<file path="src/rtl/palindrome_pkg.sv">
// palindrome_pkg: shared FSM state encoding, default word width and the mirror helper
package palindrome_pkg;
    typedef enum logic [1:0] {IDLE, SHIFT, GAP} state_e;
    localparam int DEF_WIDTH = 8;
    function automatic logic [DEF_WIDTH-1:0] mirror(input logic [DEF_WIDTH/2-1:0] half);
        logic [DEF_WIDTH/2-1:0] rev;
        for (int i = 0; i < DEF_WIDTH/2; i++) rev[i] = half[DEF_WIDTH/2-1-i];
        return {half, rev};
    endfunction
endpackage

</file>
<file path="src/rtl/palindrome_mirror.sv">
// palindrome_mirror: combinational half -> {half, bitrev(half)}; ports: half (WIDTH/2) in, word (WIDTH) out
module palindrome_mirror import palindrome_pkg::*; #(
    parameter int WIDTH = DEF_WIDTH
) (
    input  logic [WIDTH/2-1:0] half,
    output logic [WIDTH-1:0]   word
);
    for (genvar i = 0; i < WIDTH/2; i++) begin : g_bit
        assign word[WIDTH-1-i] = half[WIDTH/2-1-i];
        assign word[i]         = half[WIDTH/2-1-i];
    end
endmodule

</file>
<file path="src/rtl/palindrome_seq_tx.sv">
// palindrome_seq_tx: mirrors a half-word into a palindrome and shifts it out MSB first
// ports: clk, rst (sync, active-high); in_half/in_valid/in_ready handshake;
// ser_out/ser_valid/ser_last serial stream; busy; last_word; frames_sent (8-bit wrap)
module palindrome_seq_tx import palindrome_pkg::*; #(
    parameter int WIDTH      = DEF_WIDTH,
    parameter int GAP_CYCLES = 1
) (
    input  logic               clk,
    input  logic               rst,
    input  logic [WIDTH/2-1:0] in_half,
    input  logic               in_valid,
    output logic               in_ready,
    output logic               ser_out,
    output logic               ser_valid,
    output logic               ser_last,
    output logic               busy,
    output logic [WIDTH-1:0]   last_word,
    output logic [7:0]         frames_sent
);
    localparam int CW = $clog2(WIDTH);
    localparam int GW = GAP_CYCLES > 1 ? $clog2(GAP_CYCLES) : 1;
    state_e          state_q, state_d;
    logic [WIDTH-1:0] sh_q, sh_d, last_q, last_d, word;
    logic [CW-1:0]    cnt_q, cnt_d;
    logic [GW-1:0]    gap_q, gap_d;
    logic [7:0]       frames_q, frames_d;
    logic             accept, end_bit;
    palindrome_mirror #(.WIDTH(WIDTH)) u_mirror (.half(in_half), .word(word));
    always_ff @(posedge clk) begin
        if (rst) state_q <= IDLE;
        else     state_q <= state_d;
    end
    always_comb begin
        state_d = state_q;
        case (state_q)
            IDLE:    if (accept) state_d = SHIFT;
            SHIFT:   if (end_bit) state_d = GAP_CYCLES == 0 ? IDLE : GAP;
            GAP:     if (gap_q == '0) state_d = IDLE;
            default: state_d = IDLE;
        endcase
    end
    always_comb begin
        in_ready    = state_q == IDLE && !rst;
        accept      = in_valid && in_ready;
        ser_valid   = state_q == SHIFT;
        end_bit     = ser_valid && cnt_q == '0;
        ser_out     = ser_valid && sh_q[WIDTH-1];
        ser_last    = end_bit;
        busy        = state_q != IDLE;
        last_word   = last_q;
        frames_sent = frames_q;
    end
    // the gap counter is preloaded on the final bit so GAP lasts exactly GAP_CYCLES cycles
    always_comb begin
        sh_d     = accept ? word : (ser_valid ? sh_q << 1 : sh_q);
        cnt_d    = accept ? CW'(WIDTH-1) : (ser_valid ? cnt_q - CW'(1) : cnt_q);
        gap_d    = end_bit ? GW'(GAP_CYCLES > 0 ? GAP_CYCLES-1 : 0) : (state_q == GAP ? gap_q - GW'(1) : gap_q);
        last_d   = accept ? word : last_q;
        frames_d = frames_q + 8'(end_bit);
    end
    always_ff @(posedge clk) begin
        if (rst) begin
            sh_q     <= '0;
            cnt_q    <= '0;
            gap_q    <= '0;
            last_q   <= '0;
            frames_q <= '0;
        end else begin
            sh_q     <= sh_d;
            cnt_q    <= cnt_d;
            gap_q    <= gap_d;
            last_q   <= last_d;
            frames_q <= frames_d;
        end
    end
endmodule

</file>
<file path="config.mk">
export PLATFORM = sky130hd
export DESIGN_NAME = palindrome_seq_tx
export DESIGN_NICKNAME = d
export VERILOG_FILES = /design/src/rtl/palindrome_pkg.sv /design/src/rtl/palindrome_mirror.sv /design/src/rtl/palindrome_seq_tx.sv
export SDC_FILE = /design/constraint.sdc
export NUM_CORES = 1
export LEC_CHECK = 0
export CAP_MARGIN = 15
export CORE_UTILIZATION = 54
export DETAILED_ROUTE_END_ITERATION = 10
export PLACE_DENSITY = 0.84
export SYNTH_ARGS = -nofsm -noshare
export SYNTH_HDL_FRONTEND = slang
export SYNTH_HIERARCHICAL = 1
export SYNTH_SLANG_ARGS = --single-unit
</file>
<file path="constraint.sdc">
create_clock -name clk -period 4.05 [get_ports clk]
set_input_delay 1.0125 -clock clk [delete_from_list [all_inputs] [get_ports clk]]
set_output_delay 1.0125 -clock clk [all_outputs]
set_load 0.02 [all_outputs]
</file>
# --- After elaboration in Yosys (flattened, before gate mapping) ---
# Index checks and enable logic that the tools add are counted.
word_totals:
  reg_bits: 30
  in_bits: 7
  out_inout_bits: 21
  elab_cells: 33
classes:
  add_sub_neg: 3
  eq_ne: 5
  mux: 8
  n_reduce_logical: 11
ops:
  columns: ["op", "count"]
  rows:
  - ["8-bit 2-to-1 mux", 2]
  - ["8-bit by 1-bit adder with 8-bit output", 1]
  - ["2-bit 2-to-1 mux", 3]
  - ["3-bit 2-to-1 mux", 2]
  - ["2-bit one-hot mux with 3 select lines", 1]
  - ["1-bit logical AND", 4]
  - ["2-bit inequality test (second input constant)", 2]
  - ["2-bit nonzero test", 2]
  - ["3-bit logical NOT", 1]
  - ["3-bit AND reduction", 1]
  - ["3-bit by 1-bit subtractor with 3-bit output (second input constant)", 1]
  - ["2-bit by 1-bit == test with 1-bit output (second input constant)", 1]
  - ["2-bit == test (second input constant)", 1]
  - ["2-bit logical NOT", 1]
  - ["2-bit by 1-bit inequality test with 1-bit output (second input constant)", 1]
  - ["2-bit OR reduction", 1]
  - ["1-bit logical NOT", 1]
  - ["1-bit subtractor (second input constant)", 1]

# --- Logic depth before layout (Yosys ltp) ---
depth:
  word_depth: 5
  ltp_mapped: 8

# --- Cells and area by module ---
# The synthesis kept the hierarchy.
modules_own_cells:
  columns: ["mod", "n_inst", "cells_per_inst", "area_each_um2", "seq_area_each_um2"]
  rows:
  - ["palindrome_seq_tx", 1, 145, 1332.5, 600.6]
  - ["palindrome_mirror", 1, 8, 60.1, 0.0]

# --- Worst setup path after synthesis ---
# OpenSTA, ideal clock, no wires.
synth_path:
  path_type: "input to output"
  from: "in rst"
  to: "out in_ready"
  t_arrival_ns: 1.541
  slack_ns: 1.496
  path_stages: 2
  path_cell_list: "clkbuf_1 -> nor2_1"
synth_between:
  elab_chain_len: 2
synth_lines:
  columns: ["element", "line_no", "source"]
  rows:
  - ["start: declaration", "palindrome_seq_tx.sv:9", "input logic rst,"]
  - ["1-bit logical NOT", "palindrome_seq_tx.sv:43", "in_ready = state_q == IDLE && !rst;"]
  - ["1-bit logical AND", "palindrome_seq_tx.sv:43", null]
  - ["end: declaration", "palindrome_seq_tx.sv:12", "output logic in_ready,"]
# Every way passes these cells.

# --- Final worst setup path ---
# Ends and elaborated chain as after synthesis.

==> impl_summary.txt <==
----------------------------------------------------
[Run status]
  Run status ... completed

[Drt]
  Total wire length after detailed routing ... 2440 um
  DRT Pass-1 Iters ... 4
  Antenna Violating Nets Remaining ... 0
  Detailed-route vias per instance ... 5.29
  Drt first-iter violations ... 17
  Routed vias ... 1,073
  Total DRC errors in the routed layout ... 0
  Routed WL per cell ... 12.0 um

[Power]
  Total power of the final layout ... 662 uW
  Total leakage power ... 0.592 nW
  Power density cells ... 402 nW/um^2
  Comb power frac ... 21.0%
  Power share of the sequential group ... 50.6%
  Switching power ... 196 uW
  Clock group share of total power ... 28.3%
  Maximum vdd ir drop ... 307 uV
  Design internal power ... 466 uW
  Net Sw Frac ... 29.7%

[Placed design]
  Dpl cell area ... 1590 sq um
  Global placer's final weighted congestion ... 0.758
  IO buf count ... 27
  Detailed placement HPWL ... 1660 um

[STA]
  Setup-failing EPs final ... 0
  Final clock period utilization by the worst path ... 77.9%
  Setup repair after global routing missed its margin ... false
  Actual slew at the worst max-slew pin ... 0.789 ns
  Minimum period implied by the final worst setup slack ... 3.15 ns
  Total count of max-transition violations in the final report ... 0
  Worst clock skew on the final layout ... 0.0177 ns
  Setup TNS ... 0 ns
  Max-slew headroom at the worst pin ... 47.4%
  Final count of hold timing violations ... 0
  Maximum achievable frequency ... 317 MHz

[Floorplanning]
  Core footprint ... 2450 sq um
  Initial core utilization ... 56.7%
  I/O Pins ... 28
  Number of placement rows ... 18
  Floorplan die area ... 2790 sq um
  Overall die height ... 52.8 um
  Floorplan die width ... 52.8 um

[Final layout]
  Number of nets in the layout ... 184
  Area grow syn2layout ... 18.1%
  Proportion of layout cells with a drive suffix above 1 ... 16.2%
  Post-route cell area ... 1650 sq um
  Most frequent cells in the layout ... 30 x dfxtp_1, 27 x clkdlybuf4s50_1, 17 x nand2_1, 13 x nor2_1, 13 x a21oi_1
  Most frequent standard cell in the layout excluding fill and tap cells ... dfxtp_1
  Diodes inserted ... 0

[Worst setup path]
  Critical-path cell list ... clkdlybuf4s50_1 > nor2_1 > clkdlybuf4s50_1
  Endpoint of the lowest-slack register-to-register path ... frames_sent[6]$_SDFF_PP0_
  CP required ... 3.04 ns
  Reg2reg start ... cnt_q[0]$_SDFFE_PP0P_
  Critical-path cell with the highest stage delay ... clkdlybuf4s50_1
  Element type at the critical path end ... output port
  Worst path depth ... 3
  Buffer and inverter count on the worst path ... 2
  Slowest Stage Delay on Critical Path ... 0.60 ns
  Most used cell, CP ... clkdlybuf4s50_1
  Start-to-end type of the worst setup path ... in -> out
  Launch point of the worst path ... rst
  End of the critical path ... in_ready
  Maximum fanout along the worst path ... 2
  Reg2Reg Setup Slack ... 2.13 ns
  Cell family contributing the most delay on the critical path ... buffers and inverters
  Startpoint type of the worst setup path ... input port
  Arrival time worst endpoint ... 2.14 ns
  Cells on worst reg2reg path ... 8

[Clock network]
  Root buf cell ... clkbuf_4
  CTS sink count ... 30
  Post-CTS sizing ... 0
  Source-to-sink clock delay at the later pin of the worst-skew pair ... 0.34 ns
  Clock slew at the register clock pins of the worst setup and hold paths ... 0.09 ns
  Clock buffer depth ... 2
  CTS buffer count ... 5
  Max H-tree Level ... 2
  Postcts setup bufs ... 0
  Hold_buf cts ... 0
  CTS tree ... built

[Yosys]
  Post-synthesis register bit count ... 30
  Nets in the synthesized netlist ... 165
  Area contributors post-synth ... dfxtp_1 43%, a21oi_2 5.7%, buf_4 5.4%
  Post-synth top area share ... 43.1%
  Cell area after technology mapping ... 1390 sq um
  Count of yosys warnings during synthesis ... 6
  Dominant cell type by area after synthesis ... dfxtp_1
  Synthesized instance count ... 153
  Distinct cell type count after synthesis ... 35
  Sequential element share of the synthesized area ... 43.1%
  Avg Cell Area, Syn ... 9.10 sq um

[GRT]
  Largest net degree at the start of global routing ... 33
  Global route overflow ... 0
  Number of antenna violations at the first check in global routing ... 0
  Total global routing track utilization ... 21.8%
  First-pass GRT wire length ... 4190 um
  Via count of the first global-routing pass ... 978

[Run]
  Max-cap violations ... 0

[Hold path]
  Classification of the worst-slack hold path ... reg -> reg

----------------------------------------------------
-- metrics by stage --
step	std cells	hold slack, ns	util (%)	setup slack [ns]
final	203	0.461	67.0	0.895
after global routing	203	0.477	67.0	0.799
after CTS	203	0.465	67.0	0.883
after detailed placement	195	0.450	64.6	0.883
after global placement	195	0.447	64.6	0.910
after floorplan	153	0.437	-	1.50
-- worst register-to-register path: cells and delay by family (launching register included) --
family / cells / cell delay (ns)
AND/OR/NAND/NOR: 3 / 0.80
adder cells (fa/ha/maj): 3 / 0.49
flip-flops: 1 / 0.33
AO/OA/AOI/OAI: 1 / 0.15
buffers and inverters: 1 / 0.08
-- cells by family after synthesis --
family	count (synthesis)	share of synthesized area [%]
and+or+nand+nor	58	22.6
AOI/OAI and AO/OA	34	15.9
DFF	30	43.1
buffers and inverters	20	9.88
xor gates and xnor gates	5	3.15
adders and majority gates	5	4.49
muxes	1	0.809
-- synth_stat cells --
| cell | count |
|---|---|
| inv_1 | 3 |
| nand3_1 | 3 |
| and2b_1 | 1 |
| nand2b_1 | 1 |
| o21ai_1 | 1 |
| and4bb_2 | 1 |
| nand2_2 | 7 |
| clkbuf_1 | 3 |
| nand3b_1 | 2 |
| nor4b_4 | 1 |
| nand2_1 | 17 |
| or4b_1 | 1 |
| nor3b_1 | 1 |
| nor2_1 | 13 |
| buf_2 | 1 |
| o21ai_0 | 4 |
| buf_4 | 10 |
| xnor2_1 | 3 |
| dfxtp_1 | 30 |
| buf_6 | 1 |
| and2_1 | 1 |
| or3_1 | 3 |
| and3_1 | 1 |
| inv_2 | 1 |
| a211oi_1 | 7 |
| nor2b_1 | 2 |
| a21oi_2 | 9 |
| buf_12 | 1 |
| nor3_1 | 1 |
| or2_2 | 1 |
| mux2_1 | 1 |
| a21oi_1 | 13 |
| ha_1 | 5 |
| xor2_1 | 2 |
| nand4_1 | 1 |
-- power by group through the flow --
| stage | Combinational, mW | Sequential (mW) | Clock, mW |
|---|---|---|---|
| after CTS | 0.141 | 0.335 | 0.193 |
| after floorplan | 0.101 | 0.346 | 0 |
| final | 0.139 | 0.335 | 0.188 |
| after detailed placement | 0.140 | 0.342 | 0 |
| after global placement | 0.136 | 0.341 | 0 |
| after global routing | 0.155 | 0.339 | 0.204 |
-- cell type report --
cell class	instances	area [sq um]
fill	210	810
multi-input combinational	103	654
sequential	30	601
timing repair buffer	28	278
clock buffer	7	55.1
tap	30	37.5
inverter	4	15.0
clock inverter	1	5.00
-- how the worst min path moves through the flow --
stage / startpoint / to / slack [ns] / cells after the start
final: last_word[3]$_SDFFE_PP0P_ / last_word[3]$_SDFFE_PP0P_ / 0.46 / 2
after CTS: last_word[3]$_SDFFE_PP0P_ / last_word[3]$_SDFFE_PP0P_ / 0.46 / 2
after detailed placement: last_word[3]$_SDFFE_PP0P_ / last_word[3]$_SDFFE_PP0P_ / 0.45 / 2
after global placement: sh_q[5]$_SDFFE_PP0P_ / sh_q[5]$_SDFFE_PP0P_ / 0.45 / 2
after floorplan: sh_q[6]$_SDFFE_PP0P_ / sh_q[6]$_SDFFE_PP0P_ / 0.44 / 2
after global routing: last_word[3]$_SDFFE_PP0P_ / last_word[3]$_SDFFE_PP0P_ / 0.48 / 2
-- routing by layer --
| layer | GRT usage [%] | part of all wire (%) |
|---|---|---|
| met5 | 0 | 0 |
| met3 | 6.38 | 3.8 |
| met4 | 16.7 | 2.9 |
| met2 | 34.2 | 49 |
| met1 | 24.4 | 44 |
-- sequential cells by signal, summed over array words and instances, names as in the netlist --
name and flops:
cnt_q 3, gap_q 1, frames_sent 8, sh_q 8, state_q 2, last_word 8
No activity file was read; power rests on OpenSTA's default activity.
==> patch 1, RTL diff (same flow settings) <==
Take the reset off `sh_q` and load it in a clocked block of its own.
--- a/src/rtl/palindrome_seq_tx.sv
+++ b/src/rtl/palindrome_seq_tx.sv
@@ -60,18 +60,20 @@
     end
     always_ff @(posedge clk) begin
         if (rst) begin
-            sh_q     <= '0;
             cnt_q    <= '0;
             gap_q    <= '0;
             last_q   <= '0;
             frames_q <= '0;
         end else begin
-            sh_q     <= sh_d;
             cnt_q    <= cnt_d;
             gap_q    <= gap_d;
             last_q   <= last_d;
             frames_q <= frames_d;
         end
     end
+
+    always_ff @(posedge clk) begin
+        sh_q <= sh_d;
+    end
 endmodule
 
Check against the original RTL: no difference found for any inputs over 10 cycles, from zero or initial values and one cycle with rst high; that may be too few to reach the edited logic, so the function may still have changed.
==> patch 1 against the unedited design <==
Worst setup slack lost 16 ps; routed wire length grew 1.2%; area after synthesis shrank 4.9%; sequential cell count is the same; register-to-register slack lost 140 ps; design area shrank 2.6%; global-route usage is essentially flat; power grew 2.0%; combinational power shrank 6%.
==> patch 1: results (changes against the unedited design) <==
Power and ir drop
  – Design Power: 675 uW (+2.0%)
  – P_clk: 184 uW (-2%)
  – Worst VDD drop: 344 uV (+12%)
  – Leak: 0.000643 uW (+8.7%)
  – NetSw: 189 uW (-3.8%)

Min path
  – Worst hold start: last_word[1]
  – Hold endpoint: last_word[1]

Clock network
  – Max Buffers Root-to-Sink: 2 (unchanged)
  – Clock latency on the worst-skew pair: 320 ps (-20 ps)

Worst setup path
  – R2r setup slk: 1990 ps (-140 ps)
  – Reg2reg start: state_q[0]
  – Critical path arrival: 2160 ps (+20 ps)

Synth
  – Post-synth cell types: 32 (-8.6%)
  – Mux cell area share after synthesis: 1.70% (+0.89 points)
  – XOR/XNOR Fraction of Synth Area: 3.31% (+0.16 points)
  – Post-synth top cells: 31 x nand2_1, 22 x dfxtp_1, 11 x a21oi_1
  – Post-synth EDFFs: 8 (+8)
  – Top-count cell post-synth: nand2_1
  – Post-synth ARST share: 0% (unchanged)
  – Synth Net Count: 149 (-9.7%)
  – Largest cells by area after synthesis: dfxtp_1 33%, edfxtp_1 18%, nand2_1 8.8%
  – Post-synthesis compound-gate area fraction: 8.59% (-7.3 points)
  – Post-synthesis sequential area ratio: 51.4% (+8.2 points)
  – Area share of fa/ha/maj cells after synthesis: 4.72% (+0.23 points)

Placement
  – RD Place Congestion: 0.733 (-3.4%)
  – Final HPWL DP: 1770 um (+6.3%)

Final layout
  – Fillers: 191 (-9.0%)
  – Share of cells above drive strength 1: 8.75% (-7.4 points)
  – Layout Nets: 171 (-7.1%)

Drt
  – Via count: 975 (-9.1%)
  – DR WL met3: 127 um (+38%)
  – 1st-iter DRT viols: 22 (+5)
  – Met1 WL: 1040 um (-3.5%)
  – Drt wl/cell: 13.1 um (+9.3%)
  – DR WL met2: 1260 um (+5.6%)

Global route
  – Largest net degree at the start of global routing: 25 (-24%)
  – First-pass GRT wire length: 4150 um (-0.84%)
  – Initial antenna violation count: 0 (unchanged)
  – GRT Overall Usage: 21.8% (+0.033 points)
  – Met3 usage: 6.14% (-0.24 points)
  – Met2 usage: 37.7% (+3.5 points)
  – Vias in the first global route: 963 (-1.5%)
  – M1 GR Usage: 24.9% (+0.52 points)

STA
  – Clk_skew: 9.42 ps (-8.32 ps)
  – Sum of negative setup slack: 0 ps (unchanged)

Outcome
  – Status: finished, final reports clean
[patch 1: cell types whose count changed in the layout (fill, tap and decap cells not counted), sizes merged, moves of 7 or more]
cell    before  now
dfxtp       30   22
nor2        13    6
nand2       24   31
edfxtp       0    8
a211oi       7    0
a21oi       22   12
[patch 1: worst max path at each step]
stage	startpoint	endpoint	slack, ps
after floorplan	rst	in_ready	1330
after global placement	rst	in_ready	870
after detailed placement	rst	sh_q[4]	850
after CTS	rst	in_ready	860
after global routing	rst	in_ready	820
final	rst	in_ready	880
[patch 1: worst reg2reg max path, cell delays in order, from the launching register on]
cell      delay (ps)
dfxtp_1          500
nand2b_1         120
inv_1            170
nand2_1          120
inv_1            120
ha_1             180
ha_1             180
nand3_1          130
or3_1            330
a21oi_1          150
[patch 1: layout make-up]
class,instances,share of cell area [%]
flip-flops and latches,30,42.5
multi-input cells,89,32.9
repair buffers,28,17.3
clock buffers,6,3.20
well taps,28,2.19
inverters,5,1.17
clock inverters,2,0.781
[patch 1: kinds of logic (layout without fill, tap and decap cells)]
| group | Yosys count | in the layout |
|---|---|---|
| mux | 2 | 2 |
| buf+inv | 18 | 41 |
| xor+xnor | 5 | 5 |
| simple gates | 57 | 57 |
| compound gates | 20 | 20 |
| flops | 30 | 30 |
| fa+ha+maj | 5 | 5 |
[patch 1: per-stage QoR]
step | instance area, um2 | cells | setup WS, ps | hold WS [ps] | util [%]
6_report | 1600 | 188 | 879 | 466 | 71.1
5_1_grt | 1600 | 188 | 820 | 493 | 71.1
4_1_cts | 1600 | 188 | 864 | 468 | 71.1
3_5_place_dp | 1540 | 180 | 851 | 454 | 68.3
3_3_place_gp | 1540 | 180 | 866 | 445 | 68.3
2_1_floorplan | 1330 | 137 | 1330 | 465 | -
==> patch 2, RTL diff (config.mk and constraints unchanged) <==
Without the edit above. The package constant `DEF_WIDTH` goes from 8 to 16.
--- a/src/rtl/palindrome_pkg.sv
+++ b/src/rtl/palindrome_pkg.sv
@@ -1,7 +1,7 @@
 // palindrome_pkg: shared FSM state encoding, default word width and the mirror helper
 package palindrome_pkg;
     typedef enum logic [1:0] {IDLE, SHIFT, GAP} state_e;
-    localparam int DEF_WIDTH = 8;
+    localparam int DEF_WIDTH = 16;
     function automatic logic [DEF_WIDTH-1:0] mirror(input logic [DEF_WIDTH/2-1:0] half);
         logic [DEF_WIDTH/2-1:0] rev;
         for (int i = 0; i < DEF_WIDTH/2; i++) rev[i] = half[DEF_WIDTH/2-1-i];
Interface: changed (resized in_half and last_word); port bits go from 28 to 40. No check against the original RTL was run, so the function may have changed too.
==> patch 2 against the unedited design <==
Design area grew 49%; routed wire length is 58% higher; count of clock-buffer cells in the layout shrank 1; critical path depth is 2 higher; sequential cell count rose by 17; worst setup slack gained 12 ps; area after synthesis grew 49%; power is 61% higher; first-iteration DRC count grew to 7.5 times the old value.
==> patch 2: results (changes against the unedited design) <==
Global route
  – Vias in the first global route: 1464 (+50%)
  – GRT Overall Usage: 20.2% (-1.5 points)
  – Largest net degree at the start of global routing: 53 (+61%)
  – First-pass GRT wire length: 6430 um (+54%)

Placement
  – RD Place Congestion: 0.748 (-1.3%)
  – Dpl ws: 1030 ps (+150 ps)
  – Final HPWL DP: 2430 um (+46%)
  – Port-buffer cells: 39 (+44%)

STA
  – Measured slew at the worst slew-check pin: 1160 ps (+370 ps)
  – Worst setup margin: 907 ps (+12.2 ps)
  – Clk_skew: 4.18 ps (-13.6 ps)

Final layout
  – Fillers: 320 (+52%)
  – Share of cells above drive strength 1: 6.69% (-9.5 points)

Synth
  – Post-synth cell types: 32 (-8.6%)
  – Post-synth ARST share: 0% (unchanged)
  – Post-synth top cells: 48 x nand2_1, 47 x dfxtp_1, 36 x a21oi_1
  – Largest cells by area after synthesis: dfxtp_1 45%, a21oi_1 8.7%, nand2_1 8.7%
  – Post-synthesis sequential area ratio: 45.5% (+2.4 points)
  – Synth Net Count: 267 (+62%)

Drt
  – 1st-iter DRT viols: 127 (+110)
  – Via count: 1684 (+57%)
  – Drt wl/cell: 12.1 um (+1.1%)

Worst setup path
  – R2r setup slk: 1900 ps (-230 ps)
  – CP max FO: 3 (+1)
  – Worst path max stage delay: 630 ps (+30 ps)
  – CP endpoint: ser_last

Power and ir drop
  – Leak: 0.000896 uW (+51%)
  – Pwr Density: 436 nW/um2 (+8.3%)
  – Sw Share: 27.3% (-2.4 points)
  – Comb pwr share: 19.6% (-1.4 points)

Clock network
  – CTS Buf Count: 5 (unchanged)
  – Clock latency on the worst-skew pair: 300 ps (-40 ps)
  – CTS root buffer: clkbuf_8
  – Clock transition at path regs: 80 ps

Outcome
  – Status: finished, final reports clean
patch 2: cell count changes after synthesis, sizes merged, moves of 3 or more:
cell    unedited run  this run
nand2             24        48
dfxtp             30        47
buf               13        28
a21oi             22        36
nor2              13        23
a211oi             7        14
nand3              3         7
nor2b              2         5
patch 2: how the worst min path moves through the flow:
stage / startpoint / end / slack, ps
global route: last_word[10] / last_word[10] / 480
finish: last_word[7] / last_word[7] / 460
floorplan: sh_q[13] / sh_q[13] / 440
detailed placement: last_word[7] / last_word[7] / 450
CTS: last_word[7] / last_word[7] / 460
global placement: last_word[5] / last_word[5] / 440
patch 2: through the flow:
step | hold WS [ps] | cells | area [um2]
3_5_place_dp | 448 | 310 | 2350
5_1_grt | 476 | 317 | 2450
6_report | 457 | 317 | 2450
2_1_floorplan | 437 | 252 | 2070
3_3_place_gp | 441 | 310 | 2350
4_1_cts | 459 | 317 | 2450
patch 2: cells by family after synthesis:
family / Yosys count / synth area share, %
and+or+nand+nor: 100 / 21.9
DFF: 47 / 45.5
adders and majority gates: 4 / 2.42
muxes: 3 / 1.57
buffers and inverters: 37 / 10.6
xor gates and xnor gates: 5 / 2.12
AOI/OAI and AO/OA: 56 / 15.9
patch 2: layer usage:
metal | routed length, um | share of wire, % | vias up | GRT usage, %
li1 | - | - | 860 | -
met1 | 1840 | 48 | 776 | 24.3
met2 | 1740 | 45 | 41 | 32.0
met3 | 194 | 5.0 | 7 | 7.14
met4 | 72 | 1.9 | 0 | 9.66
met5 | 0 | 0 | - | 0
patch 2: layout make-up:
type | count | share of cell area [%]
Multi-Input combinational cell | 168 | 37.4
Sequential cell | 47 | 38.4
Timing Repair Buffer | 43 | 16.9
Inverter | 4 | 0.613
Clock inverter | 1 | 1.23
Clock buffer | 6 | 2.96
Tap cell | 48 | 2.45
